**src/rtl/simd_lane_accum_stream_pkg.sv**
```systemverilog
// Shared types for the SIMD lane accumulator stream: lane geometry, FSM states,
// and packed-lane slice arithmetic.
package simd_stream_pkg;

  localparam int LANES = 4;
  localparam int IN_W  = 11;
  localparam int ACC_W = 16;

  typedef enum logic [1:0] {
    IDLE  = 2'd0,
    ACCUM = 2'd1,
    EMIT  = 2'd2
  } state_e;

  function automatic int lane_off(input int k, input int w);
    return k * w;
  endfunction

endpackage

```
**src/rtl/simd_lane_accum_stream_if.sv**
```systemverilog
// Control, upstream-pop and downstream-push signals of the lane accumulator,
// grouped so the block and its environment connect through one bundle.
interface simd_lane_accum_stream_if #(
  parameter int LANES = 4,
  parameter int IN_W  = 11,
  parameter int ACC_W = 16
);
  logic                     ap_start;
  logic                     ap_ready;
  logic                     ap_done;
  logic                     ap_idle;
  logic [LANES*IN_W-1:0]    in_data;
  logic                     in_empty_n;
  logic                     in_read;
  logic [LANES*ACC_W-1:0]   out_data;
  logic                     out_full_n;
  logic                     out_write;
  logic [LANES-1:0]         out_ovf;

  modport slave (
    input  ap_start, in_data, in_empty_n, out_full_n,
    output ap_ready, ap_done, ap_idle, in_read, out_data, out_write, out_ovf
  );

  modport master (
    output ap_start, in_data, in_empty_n, out_full_n,
    input  ap_ready, ap_done, ap_idle, in_read, out_data, out_write, out_ovf
  );
endinterface

```
**src/rtl/simd_lane_accum_stream_acc.sv**
```systemverilog
// One lane accumulator with sticky carry-out flag. Build option
// SIMD_LANE_ACC_SATURATE_EN clamps at full scale instead of wrapping.
module simd_lane_acc #(
  parameter int IN_W  = 11,
  parameter int ACC_W = 16
) (
  input  logic             ap_clk,
  input  logic             ap_rst_n,
  input  logic             clr_i,
  input  logic             add_i,
  input  logic [IN_W-1:0]  din_i,
  output logic [ACC_W-1:0] acc_nxt_o,
  output logic             ovf_nxt_o
);

  logic [ACC_W-1:0] acc_q, acc_d;
  logic             ovf_q, ovf_d;
  logic [ACC_W:0]   sum;

  // MSB of the result is the carry out of the lane, independent of clamping
  function automatic logic [ACC_W:0] lane_add(input logic [ACC_W-1:0] a,
                                              input logic [IN_W-1:0]  b);
    logic [ACC_W:0] s;
    s = {1'b0, a} + (ACC_W+1)'(b);
`ifdef SIMD_LANE_ACC_SATURATE_EN
    if (s[ACC_W]) s[ACC_W-1:0] = '1;
`endif
    return s;
  endfunction

  always_comb begin
    sum       = lane_add(acc_q, din_i);
    acc_nxt_o = sum[ACC_W-1:0];
    ovf_nxt_o = ovf_q | sum[ACC_W];
    acc_d     = acc_q;
    ovf_d     = ovf_q;
    if (clr_i) begin
      acc_d = '0;
      ovf_d = 1'b0;
    end else if (add_i) begin
      acc_d = acc_nxt_o;
      ovf_d = ovf_nxt_o;
    end
  end

  always_ff @(posedge ap_clk) begin
    if (!ap_rst_n) begin
      acc_q <= '0;
      ovf_q <= 1'b0;
    end else begin
      acc_q <= acc_d;
      ovf_q <= ovf_d;
    end
  end

endmodule

```
**src/rtl/simd_lane_accum_stream.sv**
```systemverilog
// Per-lane frame accumulator between the SIMD adder and the HLS output FIFO.
// Optional build macro: SIMD_LANE_ACC_SATURATE_EN (clamp instead of wrap).
module simd_lane_accum_stream #(
  parameter int LANES     = simd_stream_pkg::LANES,
  parameter int IN_W      = simd_stream_pkg::IN_W,
  parameter int ACC_W     = simd_stream_pkg::ACC_W,
  parameter int FRAME_LEN = 8
) (
  input logic                   ap_clk,
  input logic                   ap_rst_n,
  simd_lane_accum_stream_if.slave bus
);
  import simd_stream_pkg::*;

  localparam int CNT_W = (FRAME_LEN > 1) ? $clog2(FRAME_LEN) : 1;
  localparam logic [CNT_W-1:0] CNT_LAST = CNT_W'(FRAME_LEN - 1);

  state_e                 state_q, state_d;
  logic [CNT_W-1:0]       cnt_q, cnt_d;
  logic                   clr, add, capture;
  logic                   in_read, out_write, ap_ready;
  logic [ACC_W-1:0]       acc_nxt [LANES];
  logic [LANES-1:0]       ovf_nxt;
  logic [LANES*ACC_W-1:0] out_data_q, out_data_d;
  logic [LANES-1:0]       out_ovf_q, out_ovf_d;

  for (genvar k = 0; k < LANES; k++) begin : g_lane
    simd_lane_acc #(
      .IN_W  (IN_W),
      .ACC_W (ACC_W)
    ) u_lane (
      .ap_clk    (ap_clk),
      .ap_rst_n  (ap_rst_n),
      .clr_i     (clr),
      .add_i     (add),
      .din_i     (bus.in_data[lane_off(k, IN_W) +: IN_W]),
      .acc_nxt_o (acc_nxt[k]),
      .ovf_nxt_o (ovf_nxt[k])
    );
  end

  // Strobes are held low while reset is asserted, whatever the state register holds
  always_comb begin
    state_d   = state_q;
    cnt_d     = cnt_q;
    in_read   = 1'b0;
    out_write = 1'b0;
    ap_ready  = 1'b0;
    clr       = 1'b0;
    add       = 1'b0;
    capture   = 1'b0;
    if (ap_rst_n) begin
      case (state_q)
        IDLE: begin
          if (bus.ap_start) begin
            ap_ready = 1'b1;
            clr      = 1'b1;
            cnt_d    = '0;
            state_d  = ACCUM;
          end
        end
        ACCUM: begin
          in_read = bus.in_empty_n;
          if (bus.in_empty_n) begin
            add = 1'b1;
            if (cnt_q == CNT_LAST) begin
              capture = 1'b1;
              cnt_d   = '0;
              state_d = EMIT;
            end else begin
              cnt_d = cnt_q + CNT_W'(1);
            end
          end
        end
        EMIT: begin
          out_write = bus.out_full_n;
          if (bus.out_full_n) begin
            clr   = 1'b1;
            cnt_d = '0;
            if (bus.ap_start) begin
              ap_ready = 1'b1;
              state_d  = ACCUM;
            end else begin
              state_d = IDLE;
            end
          end
        end
        default: state_d = IDLE;
      endcase
    end
  end

  // Result word includes the final input of the frame, taken from the lane adders
  always_comb begin
    out_data_d = out_data_q;
    out_ovf_d  = out_ovf_q;
    if (capture) begin
      for (int k = 0; k < LANES; k++) begin
        out_data_d[lane_off(k, ACC_W) +: ACC_W] = acc_nxt[k];
      end
      out_ovf_d = ovf_nxt;
    end
  end

  always_ff @(posedge ap_clk) begin
    if (!ap_rst_n) begin
      state_q    <= IDLE;
      cnt_q      <= '0;
      out_data_q <= '0;
      out_ovf_q  <= '0;
    end else begin
      state_q    <= state_d;
      cnt_q      <= cnt_d;
      out_data_q <= out_data_d;
      out_ovf_q  <= out_ovf_d;
    end
  end

  assign bus.in_read   = in_read;
  assign bus.out_write = out_write;
  assign bus.ap_done   = out_write;
  assign bus.ap_ready  = ap_ready;
  assign bus.ap_idle   = (state_q == IDLE);
  assign bus.out_data  = out_data_q;
  assign bus.out_ovf   = out_ovf_q;

endmodule
```
**src/flat_wrapper.sv**
```systemverilog
// flat-port wrapper written by rule: the top's interface ports become plain ports
module simd_lane_accum_stream_flat import simd_stream_pkg::*;
#(
  parameter int LANES     = simd_stream_pkg::LANES,
  parameter int IN_W      = simd_stream_pkg::IN_W,
  parameter int ACC_W     = simd_stream_pkg::ACC_W,
  parameter int FRAME_LEN = 8
)
  (ap_clk, ap_rst_n, bus_ap_start, bus_in_data, bus_in_empty_n, bus_out_full_n, bus_ap_ready, bus_ap_done, bus_ap_idle, bus_in_read, bus_out_data, bus_out_write, bus_out_ovf);
  simd_lane_accum_stream_if #(.LANES(LANES), .IN_W(IN_W), .ACC_W(ACC_W)) bus_i ();
  input logic ap_clk;
  input logic ap_rst_n;
  input wire logic [$bits(bus_i.ap_start)-1:0] bus_ap_start;
  input wire logic [$bits(bus_i.in_data)-1:0] bus_in_data;
  input wire logic [$bits(bus_i.in_empty_n)-1:0] bus_in_empty_n;
  input wire logic [$bits(bus_i.out_full_n)-1:0] bus_out_full_n;
  output wire logic [$bits(bus_i.ap_ready)-1:0] bus_ap_ready;
  output wire logic [$bits(bus_i.ap_done)-1:0] bus_ap_done;
  output wire logic [$bits(bus_i.ap_idle)-1:0] bus_ap_idle;
  output wire logic [$bits(bus_i.in_read)-1:0] bus_in_read;
  output wire logic [$bits(bus_i.out_data)-1:0] bus_out_data;
  output wire logic [$bits(bus_i.out_write)-1:0] bus_out_write;
  output wire logic [$bits(bus_i.out_ovf)-1:0] bus_out_ovf;
  assign bus_i.ap_start = bus_ap_start;
  assign bus_i.in_data = bus_in_data;
  assign bus_i.in_empty_n = bus_in_empty_n;
  assign bus_i.out_full_n = bus_out_full_n;
  assign bus_ap_ready = bus_i.ap_ready;
  assign bus_ap_done = bus_i.ap_done;
  assign bus_ap_idle = bus_i.ap_idle;
  assign bus_in_read = bus_i.in_read;
  assign bus_out_data = bus_i.out_data;
  assign bus_out_write = bus_i.out_write;
  assign bus_out_ovf = bus_i.out_ovf;
  simd_lane_accum_stream #(.LANES(LANES), .IN_W(IN_W), .ACC_W(ACC_W), .FRAME_LEN(FRAME_LEN)) u_core (.ap_clk(ap_clk), .ap_rst_n(ap_rst_n), .bus(bus_i));
endmodule
```
**config.mk**
```make
export PLATFORM = sky130hd
export DESIGN_NAME = simd_lane_accum_stream_flat
export DESIGN_NICKNAME = d
export VERILOG_FILES = /design/src/rtl/simd_lane_accum_stream_pkg.sv /design/src/rtl/simd_lane_accum_stream_if.sv /design/src/rtl/simd_lane_accum_stream_acc.sv /design/src/rtl/simd_lane_accum_stream.sv /design/src/flat_wrapper.sv
export SDC_FILE = /design/constraint.sdc
export NUM_CORES = 1
export LEC_CHECK = 0
export BUFFER_PORTS_ARGS = -buffer_cell sky130_fd_sc_hd__buf_4
export CORE_MARGIN = 8
export CORE_UTILIZATION = 25
export CTS_CLUSTER_DIAMETER = 100
export DETAILED_ROUTE_END_ITERATION = 16
export PLACE_DENSITY_LB_ADDON = 0.1
export REMOVE_ABC_BUFFERS = 1
export SLEW_MARGIN = 10
export SYNTH_ARGS = -nofsm -noshare
export SYNTH_HDL_FRONTEND = slang
export SYNTH_SLANG_ARGS = --single-unit
```
**constraint.sdc**
```tcl
create_clock -name ap_clk -period 3.4 [get_ports ap_clk]
set_input_delay 0.68 -clock ap_clk [delete_from_list [all_inputs] [get_ports ap_clk]]
set_output_delay 0.68 -clock ap_clk [all_outputs]
set_load 0.005 [all_outputs]
```
### After elaboration in Yosys (flattened, before gate mapping)

Cells that the tools add are included.

* multiplexer cells: 29
* add/sub/neg operators: 5
* reduce and logical (&&, ||, !) cells: 5
* bitwise gates (word level): 5
* eq/ne operators: 7

Operators by type and width (count)
* $add A16 B11 Y17: 4
* $mux W1: 17
* $mux W3: 4
* $pmux W3 S3: 1
* $mux W2: 4
* $reduce_and A4 Y1: 2
* $ne A2 B2 Y1 const B: 3
* $pmux W2 S3: 1
* $or A1 B1 Y1: 4
* $pmux W1 S2: 2
* $add A3 B1 Y3 const B: 1
* $eq A3 B3 Y1 const B: 1
* $reduce_bool A3 Y1: 1
* $eq A2 B1 Y1 const B: 1
* $eq A2 B2 Y1 const B: 1
* $logic_not A2 Y1: 1
* $ne A2 B1 Y1 const B: 1
* $reduce_or A2 Y1: 1
* $not A1 Y1: 1

* input bits: 49
* output and inout port bits: 73
* flip-flop bits (word level): 141

### Depth between registers and ports, before layout

* depth after elaboration: 5
* mapped depth: 10
* gate-level depth less buffers: 10

### Modules after synthesis

Synthesis repeated with hierarchy kept, for this count alone.

* cells, all modules: 966
* area, all modules: 8728.4 um2

Modules (own cells, without submodules)
* simd_lane_acc: times used 4, area an instance 1442.6 um2, seq. area each 340.3 um2, cells each 160
* simd_lane_accum_stream: times used 1, area an instance 2957.8 um2, seq. area each 1461.4 um2, cells each 326

### Worst setup path before layout

Ideal clock, no wire load.

* path kind: input-to-reg
* start point: input port bus_in_data[22]
* end point: register u_core.g_lane[2].u_lane.acc_q[14]
* data required time: 3328 ps
* library setup time: 72 ps
* arrival time: 2538 ps
* slack: 790 ps
* stages on the path: 9
* path through: ha_1 -> fa_1 -> a211oi_1 -> o21bai_1 -> a21oi_1 -> o211ai_2 -> and2_1 -> nand3_1 -> mux2i_1

* longest elaborated chain between the ends: 1

Ends and longest elaborated chain
* start: declaration: line flat_wrapper.sv:14 `input wire logic [$bits(bus_i.in_data)-1:0] bus_in_data;`
* $add A16 B11 Y17: line simd_lane_accum_stream_acc.sv:24 `s = {1'b0, a} + (ACC_W+1)'(b);`
* end signal: assignment: line simd_lane_accum_stream_acc.sv:48 `acc_q <= '0;`
* end signal: assignment: line simd_lane_accum_stream_acc.sv:51 `acc_q <= acc_d;`
* end: declaration: line simd_lane_accum_stream_acc.sv:16 `logic [ACC_W-1:0] acc_q, acc_d;`

Every way passes these cells.
A chain may end at the register's enable or synchronous reset.

### Final worst setup path

* start point: register u_core.state_q[0]
* end point: output port bus_in_read

* longest elaborated chain between the ends: 3

Ends and longest elaborated chain
* start: declaration: line simd_lane_accum_stream.sv:18 `state_e state_q, state_d;`
* start signal: assignment: line simd_lane_accum_stream.sv:112 `state_q <= state_d;`
* $eq A2 B1 Y1: line simd_lane_accum_stream.sv:53 `case (state_q)`
* $mux W1: line simd_lane_accum_stream.sv:53
* $mux W1: line simd_lane_accum_stream.sv:52 `if (ap_rst_n) begin`
* end: declaration: line flat_wrapper.sv:20 `output wire logic [$bits(bus_i.in_read)-1:0] bus_in_read;`

Every way passes these cells.

==> flow_summary.yaml <==
outcome:
  status: "completed"
die:
  core_um2: 28900
  fp.dieW_um: 187
  dieArea_um2: 35100
  row_count: 62
  start_util_pct: 25.5
  dieHeight_um: 187
  io-pin-count: 122
synth:
  synth_most_common_cell: "dfxtp_1"
  syn_inst: 887
  async_reset_ff_share_pct: 0
  synth_warnings: 0
  synth_edf_count: 0
  synthTopCellsByArea: "dfxtp_1 (38%), ha_1 (7.8%), nand2_1 (6.4%)"
  synth_top_area_share_pct: 38.4
  synth_area_per_cell_um2: 8.28
  synthTopCellsByCount: "dfxtp_1 (141), nand2_1 (125), nand3_1 (84)"
  yosysTopAreaCell: "dfxtp_1"
  synth_flop_cell: "dfxtp_1"
  yosysSeqAreaShare_pct: 38.4
  synth_area_um2: 7350
  ys_types: 64
  synth-seq-cells: 141
grt:
  grt_antenna_before_repair: 0
  grt_pass1_wl_mm: 35.5
  overflow: 0
  grt_pass1_vias: 6465
  grtUsageTotal_pct: 12.5
  grt_max_degree: 65
final_layout:
  fill_cells: 3131
  seqCellArea_um2: 2820
  drive_above_1_share_pct: 18.6
  final_util_pct: 32.1
  syn2layout_area_growth_pct: 26.2
  fin_nets: 1092
  antenna_cells: 0
  final_cell_count_no_fill: 1390
  multiInputGateArea_um2: 4280
sta:
  holdWs_ns: 0.455
  finalWorstSetupSlack_ns: 0.662
  period_minus_slack_ns: 2.74
  hold_viol_final: 0
  fmax_mhz: 365
  slew_headroom_pct: 56.4
  tightest_slew_ns: 0.654
  maxSlewViolCount: 0
  setup_viol: 0
  worst_clock_skew_ns: 0.0145
  fin_crit_sh_pct: 80.5
  rsz0062_at_grt: "false"
clock_network:
  clkTransAtPathRegs_ns: 0.06
  cts_resized: 0
  hold_buffers: 0
  cts-root-buf: "clkbuf_16"
  postCtsSetupBuffers: 0
  cts_buffers: 17
  h-tree-depth: 4
  clock-sinks: 141
  cts_max_path_buffers: 2
  clk-insertion-delay-late_ns: 0.42
  cts_tree: "yes"
power_and_ir_drop:
  leakage_uw: 0.00379
  p_per_area_nw_per_um2: 432
  ir_drop_v: 0.000321
  p_total_uw: 4000
critical_path:
  crit_type: "reg2out"
  start_kind: "flip-flop"
  crit_arrival_ns: 2.06
  r2r_start: "u_core.g_lane[1].u_lane.acc_q[0]$_SDFFE_PP0P_"
  reg2reg_slack_ns: 0.80
  r2r-end: "u_core.g_lane[1].u_lane.ovf_q$_SDFFE_PP0P_"
  cp-end-kind: "primary output"
  critPathMaxFanout: 14
  rr_worst_depth: 9
  critPathRequiredTime_ns: 2.72
placement:
  place.gp.congestion: 0.775
  pre_cts_ws_ns: 0.314
  dp_hpwl_mm: 15.1
  io_buffers: 121
  dp_cells: 1358
hold_path:
  hp-class: "reg2reg"
  min_to: "u_core.bus.out_data[38]$_SDFFE_PN0P_"
  hold-path-cell-count: 2
  hold_start: "u_core.bus.out_data[38]$_SDFFE_PN0P_"
route:
  wirelength_met1_mm: 11.0
  routed.top_layer: "met4"
  drc: 0
  wl_met2_mm: 9.65
  vias_per_cell: 4.57
  ant_nets: 0
  wl_per_cell_um: 15.7
  drt_iter0_drc: 319
  vias: 6351
  routed_wirelength_mm: 21.9
  dr.pass1.iters: 4
  wl_met3_mm: 1.06
flow_run:
  maxCapViolCount: 0
## where the power goes
group / total (µW) / internal [µW] / switching, µW
Clock: 1970 / 1180 / 784
Combinational: 358 / 143 / 215
Sequential: 1680 / 1670 / 12.8
Total: 4000 / 2990 / 1010
## critical path, stage by stage, from the launching register on
cell and delay, ns:
dfxtp_1 0.60, nor2b_2 0.32, nand3_2 0.11, inv_1 0.40, buf_4 0.20
## sequential cells by signal, indices dropped and copies added (netlist names)
name / flops
u_core.bus.out_ovf: 4
u_core.bus.out_data: 64
u_core.state_q: 2
u_core.g_lane.u_lane.ovf_q: 4
u_core.cnt_q: 3
u_core.g_lane.u_lane.acc_q: 64
## cells in the final DEF (no fill, tap or decap), types with 4 or more instances in the layout
cell type     n
a31oi_1       6
dfxtp_1     141
o21ai_1       8
o21ai_0      75
ha_1         46
clkinvlp_4    4
nand2_1     125
and2_1        8
o21a_1        5
xor2_1       28
nand3_1      84
o211ai_1      7
inv_1        19
xnor2_1      34
buf_4       132
a211oi_1     10
o31ai_1       6
o21bai_1      4
a21o_1       12
o311ai_0      4
nor2_1       57
fa_1          4
nor3_1        9
a21oi_1      71
a21boi_0      8
o211a_1       5
nor2b_1       7
mux2i_1       5
clkbuf_16    17
## per-layer routing
metal | up-vias | GRT usage, %
li1 | 3352 | -
met3 | 8 | 3.60
met4 | 0 | 2.55
met1 | 2889 | 16.5
met5 | - | 0
met2 | 102 | 20.0
## how the worst max path moves through the flow
stage	end	start
finish	bus_in_read	u_core.state_q[0]$_SDFFE_PN0P_
global route	bus_in_read	u_core.state_q[0]$_SDFFE_PN0P_
CTS	bus_in_read	u_core.state_q[0]$_SDFFE_PN0P_
detailed placement	u_core.g_lane[1].u_lane.ovf_q$_SDFFE_PP0P_	bus_in_data[11]
global placement	u_core.g_lane[1].u_lane.ovf_q$_SDFFE_PP0P_	bus_in_data[11]
floorplan	u_core.bus.out_data[13]$_SDFFE_PN0P_	u_core.state_q[0]$_SDFFE_PN0P_
## kinds of logic after synthesis
family	Yosys count	share of synthesized area [%]
compound gates	246	21.2
xor+xnor	62	7.39
fa+ha+maj	50	8.92
buf+inv	65	3.47
flops	141	38.4
mux	5	0.681
simple gates	318	20.0
## stage by stage
stage               cell area, µm²  TNS, ns
floorplan                     7160   -11.36
global placement              8670        0
detailed placement            8670        0
CTS                           9270        0
global route                  9270        0
finish                        9270        0
## layout make-up
class                   instances  share of cell area [%]
flip-flops and latches        141                    30.4
inverters                      19                   0.769
multi-input cells             681                    46.2
well taps                     384                    5.18
clock inverters                12                    1.73
clock buffers                  20                    4.82
repair buffers                133                    10.9
(Power assumes the default switching activity.)
